`config.mk`:
```
export PLATFORM = sky130hd
export DESIGN_NAME = sequence_store_module
export DESIGN_NICKNAME = d
export VERILOG_FILES = /design/src/rtl/sequence_store_module.sv
export SDC_FILE = /design/constraint.sdc
export NUM_CORES = 1
export LEC_CHECK = 0
export CAP_MARGIN = 20
export CORE_UTILIZATION = 55
export CTS_CLUSTER_SIZE = 24
export DETAILED_ROUTE_END_ITERATION = 6
export GPL_TIMING_DRIVEN = 0
export PLACE_DENSITY = 0.73
export SLEW_MARGIN = 40
export SYNTH_ARGS = -nofsm -noshare
export SYNTH_HDL_FRONTEND = slang
export SYNTH_SLANG_ARGS = --single-unit
```
`constraint.sdc`:
```
create_clock -name i_clk -period 2.8 [get_ports i_clk]
set_clock_uncertainty 0.15 [all_clocks]
set_input_delay 0.28 -clock i_clk [delete_from_list [all_inputs] [get_ports i_clk]]
set_output_delay 0.28 -clock i_clk [all_outputs]
set_load 0.02 [all_outputs]
```
`src/rtl/sequence_store_module.sv`:
```
// sequence_store_module: Simon-game sequence memory.
// Requests one colour per round from the random generator, stores it, plays the
// stored sequence back as timed colour codes and checks player presses against it.
//
// Ports:
//   i_clk, i_rst_n             clock (posedge), asynchronous active-low reset
//   i_clear                    clear the sequence (honoured in IDLE only)
//   i_extend                   request and append one new element
//   o_gen_enable               generator enable, high whenever out of reset
//   o_gen_trigger              one-cycle generator trigger
//   i_gen_done, i_gen_value    generator result strobe and colour
//   i_play_start               start playback of the stored sequence
//   o_play_color               0 = dark, 1-4 = colour being shown
//   o_busy                     high in any state other than IDLE
//   i_check_valid/value        player press strobe and colour
//   o_check_ok/err, o_round_done  registered one-cycle check results
//   o_length, o_full           stored element count, count == MAX_LEN
//   o_gen_timeout              generator timeout pulse (GEN_TIMEOUT_EN only)
//
// Optional feature macro: GEN_TIMEOUT_EN (bounded wait for the generator).
module sequence_store_module #(
    parameter int unsigned MAX_LEN     = 32,
    parameter int unsigned ON_CYCLES   = 50,
    parameter int unsigned OFF_CYCLES  = 25,
    parameter int unsigned GEN_TIMEOUT = 16
) (
    input  logic                           i_clk,
    input  logic                           i_rst_n,
    input  logic                           i_clear,
    input  logic                           i_extend,
    output logic                           o_gen_enable,
    output logic                           o_gen_trigger,
    input  logic                           i_gen_done,
    input  logic [2:0]                     i_gen_value,
    input  logic                           i_play_start,
    output logic [2:0]                     o_play_color,
    output logic                           o_busy,
    input  logic                           i_check_valid,
    input  logic [2:0]                     i_check_value,
    output logic                           o_check_ok,
    output logic                           o_check_err,
    output logic                           o_round_done,
`ifdef GEN_TIMEOUT_EN
    output logic                           o_gen_timeout,
`endif
    output logic [$clog2(MAX_LEN+1)-1:0]   o_length,
    output logic                           o_full
);

    localparam int unsigned LEN_W   = $clog2(MAX_LEN + 1);
    localparam int unsigned IDX_W   = (MAX_LEN > 1) ? $clog2(MAX_LEN) : 1;
    localparam int unsigned TMR_MAX = (ON_CYCLES > OFF_CYCLES)
                                      ? ((ON_CYCLES > GEN_TIMEOUT) ? ON_CYCLES : GEN_TIMEOUT)
                                      : ((OFF_CYCLES > GEN_TIMEOUT) ? OFF_CYCLES : GEN_TIMEOUT);
    localparam int unsigned TMR_W   = $clog2(TMR_MAX + 1);

    typedef enum logic [2:0] {IDLE, REQ, WAIT_GEN, PLAY_ON, PLAY_OFF} state_t;

    state_t             state_q, state_d;
    logic [LEN_W-1:0]   length_q, length_d;
    logic [LEN_W-1:0]   play_idx_q, play_idx_d;
    logic [LEN_W-1:0]   chk_idx_q, chk_idx_d;
    logic [LEN_W-1:0]   chk_next;
    logic [TMR_W-1:0]   timer_q, timer_d;
    logic               mem_we;
    logic [2:0]         gen_fold;
    logic [2:0]         play_color_d;
    logic               check_ok_d, check_err_d, round_done_d;
`ifdef GEN_TIMEOUT_EN
    logic               gen_timeout_d;
`endif

    logic [2:0] mem [MAX_LEN];

    // Out-of-range generator values fold onto 1-4 via the low two bits of v-1.
    assign gen_fold = 3'((i_gen_value - 3'd1) & 3'b011) + 3'd1;
    assign chk_next = chk_idx_q + LEN_W'(1);
    assign o_length = length_q;

    // Sequence memory; contents are not reset.
    always_ff @(posedge i_clk) begin
        if (mem_we) begin
            mem[length_q[IDX_W-1:0]] <= gen_fold;
        end
    end

    // Next-state and next-output logic.
    always_comb begin
        state_d      = state_q;
        length_d     = length_q;
        play_idx_d   = play_idx_q;
        chk_idx_d    = chk_idx_q;
        timer_d      = timer_q;
        mem_we       = 1'b0;
        check_ok_d   = 1'b0;
        check_err_d  = 1'b0;
        round_done_d = 1'b0;
`ifdef GEN_TIMEOUT_EN
        gen_timeout_d = 1'b0;
`endif
        unique case (state_q)
            IDLE: begin
                // Only the highest-priority request is acted on; an ignored one still masks lower ones.
                if (i_clear) begin
                    length_d  = '0;
                    chk_idx_d = '0;
                end else if (i_extend) begin
                    if (!o_full) state_d = REQ;
                end else if (i_play_start) begin
                    if (length_q != '0) begin
                        play_idx_d = '0;
                        timer_d    = '0;
                        state_d    = PLAY_ON;
                    end
                end else if (i_check_valid) begin
                    if (length_q == '0) begin
                        check_err_d = 1'b1;
                    end else if (i_check_value == mem[chk_idx_q[IDX_W-1:0]]) begin
                        check_ok_d = 1'b1;
                        if (chk_next == length_q) begin
                            round_done_d = 1'b1;
                            chk_idx_d    = '0;
                        end else begin
                            chk_idx_d = chk_next;
                        end
                    end else begin
                        check_err_d = 1'b1;
                        chk_idx_d   = '0;
                    end
                end
            end
            REQ: begin
                timer_d = '0;
                state_d = WAIT_GEN;
            end
            WAIT_GEN: begin
                if (i_gen_done) begin
                    mem_we    = 1'b1;
                    length_d  = length_q + LEN_W'(1);
                    chk_idx_d = '0;
                    state_d   = IDLE;
                end
`ifdef GEN_TIMEOUT_EN
                else if (timer_q == TMR_W'(GEN_TIMEOUT - 1)) begin
                    gen_timeout_d = 1'b1;
                    state_d       = IDLE;
                end else begin
                    timer_d = timer_q + TMR_W'(1);
                end
`endif
            end
            PLAY_ON: begin
                if (timer_q == TMR_W'(ON_CYCLES - 1)) begin
                    timer_d = '0;
                    state_d = PLAY_OFF;
                end else begin
                    timer_d = timer_q + TMR_W'(1);
                end
            end
            PLAY_OFF: begin
                if (timer_q == TMR_W'(OFF_CYCLES - 1)) begin
                    timer_d    = '0;
                    play_idx_d = play_idx_q + LEN_W'(1);
                    state_d    = (play_idx_d < length_q) ? PLAY_ON : IDLE;
                end else begin
                    timer_d = timer_q + TMR_W'(1);
                end
            end
            default: state_d = IDLE;
        endcase
        // Colour register is loaded from the upcoming state so it aligns with PLAY_ON.
        play_color_d = (state_d == PLAY_ON) ? mem[play_idx_d[IDX_W-1:0]] : 3'd0;
    end

    // State and registered outputs.
    always_ff @(posedge i_clk or negedge i_rst_n) begin
        if (!i_rst_n) begin
            state_q       <= IDLE;
            length_q      <= '0;
            play_idx_q    <= '0;
            chk_idx_q     <= '0;
            timer_q       <= '0;
            o_gen_enable  <= 1'b0;
            o_gen_trigger <= 1'b0;
            o_play_color  <= 3'd0;
            o_busy        <= 1'b0;
            o_check_ok    <= 1'b0;
            o_check_err   <= 1'b0;
            o_round_done  <= 1'b0;
            o_full        <= 1'b0;
`ifdef GEN_TIMEOUT_EN
            o_gen_timeout <= 1'b0;
`endif
        end else begin
            state_q       <= state_d;
            length_q      <= length_d;
            play_idx_q    <= play_idx_d;
            chk_idx_q     <= chk_idx_d;
            timer_q       <= timer_d;
            o_gen_enable  <= 1'b1;
            o_gen_trigger <= (state_d == REQ);
            o_play_color  <= play_color_d;
            o_busy        <= (state_d != IDLE);
            o_check_ok    <= check_ok_d;
            o_check_err   <= check_err_d;
            o_round_done  <= round_done_d;
            o_full        <= (length_d == LEN_W'(MAX_LEN));
`ifdef GEN_TIMEOUT_EN
            o_gen_timeout <= gen_timeout_d;
`endif
        end
    end

endmodule

```
==> results by group <==
Power
  – Share of power burned in registers: 33.8%
  – Pwr dens: 746 nW/µm²
  – P_int: 4.69 mW
  – Clock power share: 33.4%
  – Max VDD drop: 0.000681 V
  – P_sw: 2.37 mW
  – Sw frac: 33.6%
  – LEAKAGE: 3.30 nW
  – Logic gate share of total power: 32.8%

Hold path
  – HP Class: input pin to asynchronous set/reset pin

Die
  – Standard-cell rows: 41
  – Core Area: 12700 µm²
  – Die Ht: 117 µm
  – Starting Density: a little under three fifths
  – Die Wd: 117 µm
  – Die ar.: 13600 µm²
  – Ports: 29

Setup path
  – R2R cell count: 12
  – Worst reg2reg setup slack: -0.11 ns
  – Critical path startpoint: timer_q[0]$_DFFE_PN0P_
  – Worst reg2reg endpoint: o_play_color[0]$_DFF_PN0_
  – Crit path kind: register to register
  – Critical-path cell list: inv_2 -> ha_4 -> nand4b_1 -> buf_4 -> o31ai_4 -> o21ba_4 -> clkinv_8 -> buf_12 -> mux2i_2 -> a221oi_2 -> nor4_2 -> o22ai_1
  – Crit path to: o_play_color[0]$_DFF_PN0_
  – Worst Path Required: 2.95 ns
  – Critical Path Max Stage Delay: 0.43 ns
  – WP data arrival: 3.06 ns
  – Crit end category: register
  – Critical R2R Launch: timer_q[0]$_DFFE_PN0P_
  – Slowest CP cell: dfrtp_1
  – Critical path peak fanout: 6
  – Startpoint types: register

Timing
  – Tightest Pin Transition: about 0.73 ns
  – Achievable Freq: 343 MHz
  – Final setup vio count: 3
  – PnR worst setup slack: -0.114 ns
  – Fin. max-slew vios: 0
  – Setup TNS: -0.259 ns
  – Fin. Hold Viols: 0
  – Min Tclk post-route: 2.91 ns
  – Relative slew slack: 51.4%
  – Final Cycle Share: 104%
  – RSZ-0062 raised after global routing: true

Synth
  – Largest family of logic cells by synthesized area: simple AND/OR/NAND/NOR gates
  – Post-synthesis mux area share: under 10%
  – Register bit total from synthesis: approximately 130
  – Post-Synth Simple-Gate Area: 15.2%
  – Yosys cell types: 69
  – EDFF count, synth: between 90 and 100
  – Top FF cell, synth: edfxtp_1
  – Syn Nets: 685
  – Syn avg cell area: ~11 µm²
  – Total of warnings raised by yosys: 0
  – Netlist Area Pre-Place: ~7200 µm²
  – Seq/Total Area, Yosys: a little over half
  – Synth Area in Adders: around 2.6%
  – Ys async rst share: 27.8%
  – Post-synthesis xor/xnor area fraction: 1.69%
  – Cells after Synth: around 660
  – Post-synthesis compound-gate area fraction: 14.2%

Route
  – Avg WL per Cell: 25.4 µm
  – Detail Route Antenna Nets: 0
  – Via count: slightly above 6000
  – Vias per cell: roughly 6.7
  – Overall routed net length: roughly 24000 µm
  – 1st-pass router iterations: 5
  – Residual DRC count: 0
  – DRT iter0 DRCs: slightly below 800

Final layout
  – Area Growth Syn to Fin: 30.7%
  – Nets: 774
  – Fraction of layout instances using a drive strength above 1: 27.6%
  – Commonest non-fill, non-tap cell in the layout: edfxtp_1
  – N_diodes: 0
  – Most frequent cells in the layout: 96 x edfxtp_1, 77 x nand2_1, 49 x mux2i_1

Global routing
  – Grt total ovfl: 0
  – Vias in the first global route: 5828
  – Pin count of the biggest net entering global routing: 35
  – First-pass GRT wire length: roughly 34000 µm
  – Total track usage: a little over a third
  – Initial antenna violation count: 0

Clocking
  – Max Root-Sink Buffers: 2
  – Cts bufs inserted: 17
  – Clock Sinks: 133
  – Clock root buffer: clkbuf_16
  – CTS HTree Levels: 4
  – TritonCTS clock tree: built
  – Clk_lat worst skew: between 0.4 and 0.5 ns
  – Worst-path clk slew: 0.06 ns

Job
  – Max-cap violations: 0

Placement
  – Place WS: -1.13 ns
  – PortBufs: 27
  – Gpl congestion: 0.982
  – Dpl hpwl: 15600 µm

Run status
  – Failing checks: setup timing
  – Status: finished with violations
## layout make-up
cell class / instances / area (µm²)
Inverter: 20 / 87.6
Tap cell: 172 / 215
Sequential cell: 133 / 3820
Fill cell: 864 / 3260
Timing Repair Buffer: 75 / 717
Clock buffer: 17 / 425
Clock inverter: 14 / 198
Buffer: 31 / 293
Multi-Input combinational cell: 468 / 3710
## state kept, by name, indices dropped and copies added (netlist names), 3 cells and up
name	flops
chk_idx_q	6
o_length	6
play_idx_q	6
o_play_color	3
timer_q	6
mem	96
state_q	3
## how the worst min path moves through the flow
| stage | startpoint | endpoint | slack [ns] | depth (start not counted) |
|---|---|---|---|---|
| global placement | timer_q[5]$_DFFE_PN0P_ | timer_q[5]$_DFFE_PN0P_ | 0.35 | 1 |
| CTS | i_rst_n | timer_q[3]$_DFFE_PN0P_ | 0.15 | 2 |
| floorplan | i_rst_n | chk_idx_q[0]$_DFFE_PN0P_ | -0.17 | 0 |
| global route | i_rst_n | timer_q[3]$_DFFE_PN0P_ | 0.19 | 2 |
| finish | i_rst_n | timer_q[3]$_DFFE_PN0P_ | 0.15 | 2 |
| detailed placement | i_rst_n | timer_q[3]$_DFFE_PN0P_ | 0.06 | 1 |
## per-layer routing
| layer | part of all wire [%] | GRT usage [%] | vias to the layer above |
|---|---|---|---|
| li1 | - | - | 2668 |
| met1 | 38 | 42.4 | 3028 |
| met2 | 48 | 59.7 | 393 |
| met3 | 8.8 | 8.72 | 100 |
| met4 | 5.5 | 18.6 | 0 |
| met5 | 0 | 0 | - |
## what timing repair did
action                                  CTS  global route
endpoints found under the setup margin   18            40
setup buffers                            14            31
hold buffers                              1             0
endpoints found under the hold margin    37             0
gates resized for setup                  77            86
pin swaps                                22            22
gates cloned                              2             0
## per-stage QoR
step | total power, mW | util, % | hold WS, ns | instance area (µm²) | instances
4_1_cts | 6.59 | 70.6 | 0.153 | 8980 | 906
3_3_place_gp | 3.94 | 60.7 | 0.351 | 7720 | 856
6_report | 7.06 | 74.4 | 0.148 | 9460 | 930
2_1_floorplan | 3.38 | - | -0.166 | 7240 | 657
3_5_place_dp | 4.01 | 61.3 | 0.0631 | 7800 | 858
5_1_grt | 7.26 | 74.4 | 0.189 | 9460 | 930
## cells in the mapped netlist (5+ instances only)
cell	count	area, µm²
dfrtp_1	37	926
a31oi_1	5	31.3
xor2_1	5	43.8
nand2_1	81	304
a22oi_1	13	97.6
mux2i_1	58	581
mux4_2	5	113
o31ai_1	6	45.0
ha_1	15	188
and2_1	7	43.8
nor2_1	51	191
clkbuf_1	14	52.6
buf_2	12	60.1
a21oi_1	37	185
and3_1	7	43.8
a22o_1	5	43.8
edfxtp_1	96	2880
xnor2_1	9	78.8
nor4_1	9	56.3
a221oi_1	17	149
inv_1	19	71.3
o21ai_0	18	90.1
nor2b_1	11	68.8
nand3_1	32	160
nor3_1	12	60.1
## worst max-delay path: cells and delay by family (launching register included)
family	cells	cell delay, ns
mux	1	0.23
buf+inv	4	0.58
fa+ha+maj	1	0.14
compound gates	4	0.71
simple gates	2	0.51
flops	1	0.43
## logic make-up (layout without fill, tap and decap cells)
family,count (synthesis),in the layout
and+or+nand+nor,232,232
DFF,133,133
other,1,1
muxes,64,64
buffers and inverters,56,157
AOI/OAI and AO/OA,142,142
xor gates and xnor gates,14,14
adders and majority gates,15,15
## power groups by stage
stage	Combinational, mW	Clock [mW]	Sequential, mW
2_1_floorplan	0.974	0	2.41
3_3_place_gp	1.55	0	2.39
3_5_place_dp	1.62	0	2.40
4_1_cts	1.85	2.37	2.37
5_1_grt	2.42	2.44	2.39
6_report	2.32	2.36	2.39
Note: power is estimated with default switching activity, not from simulation.
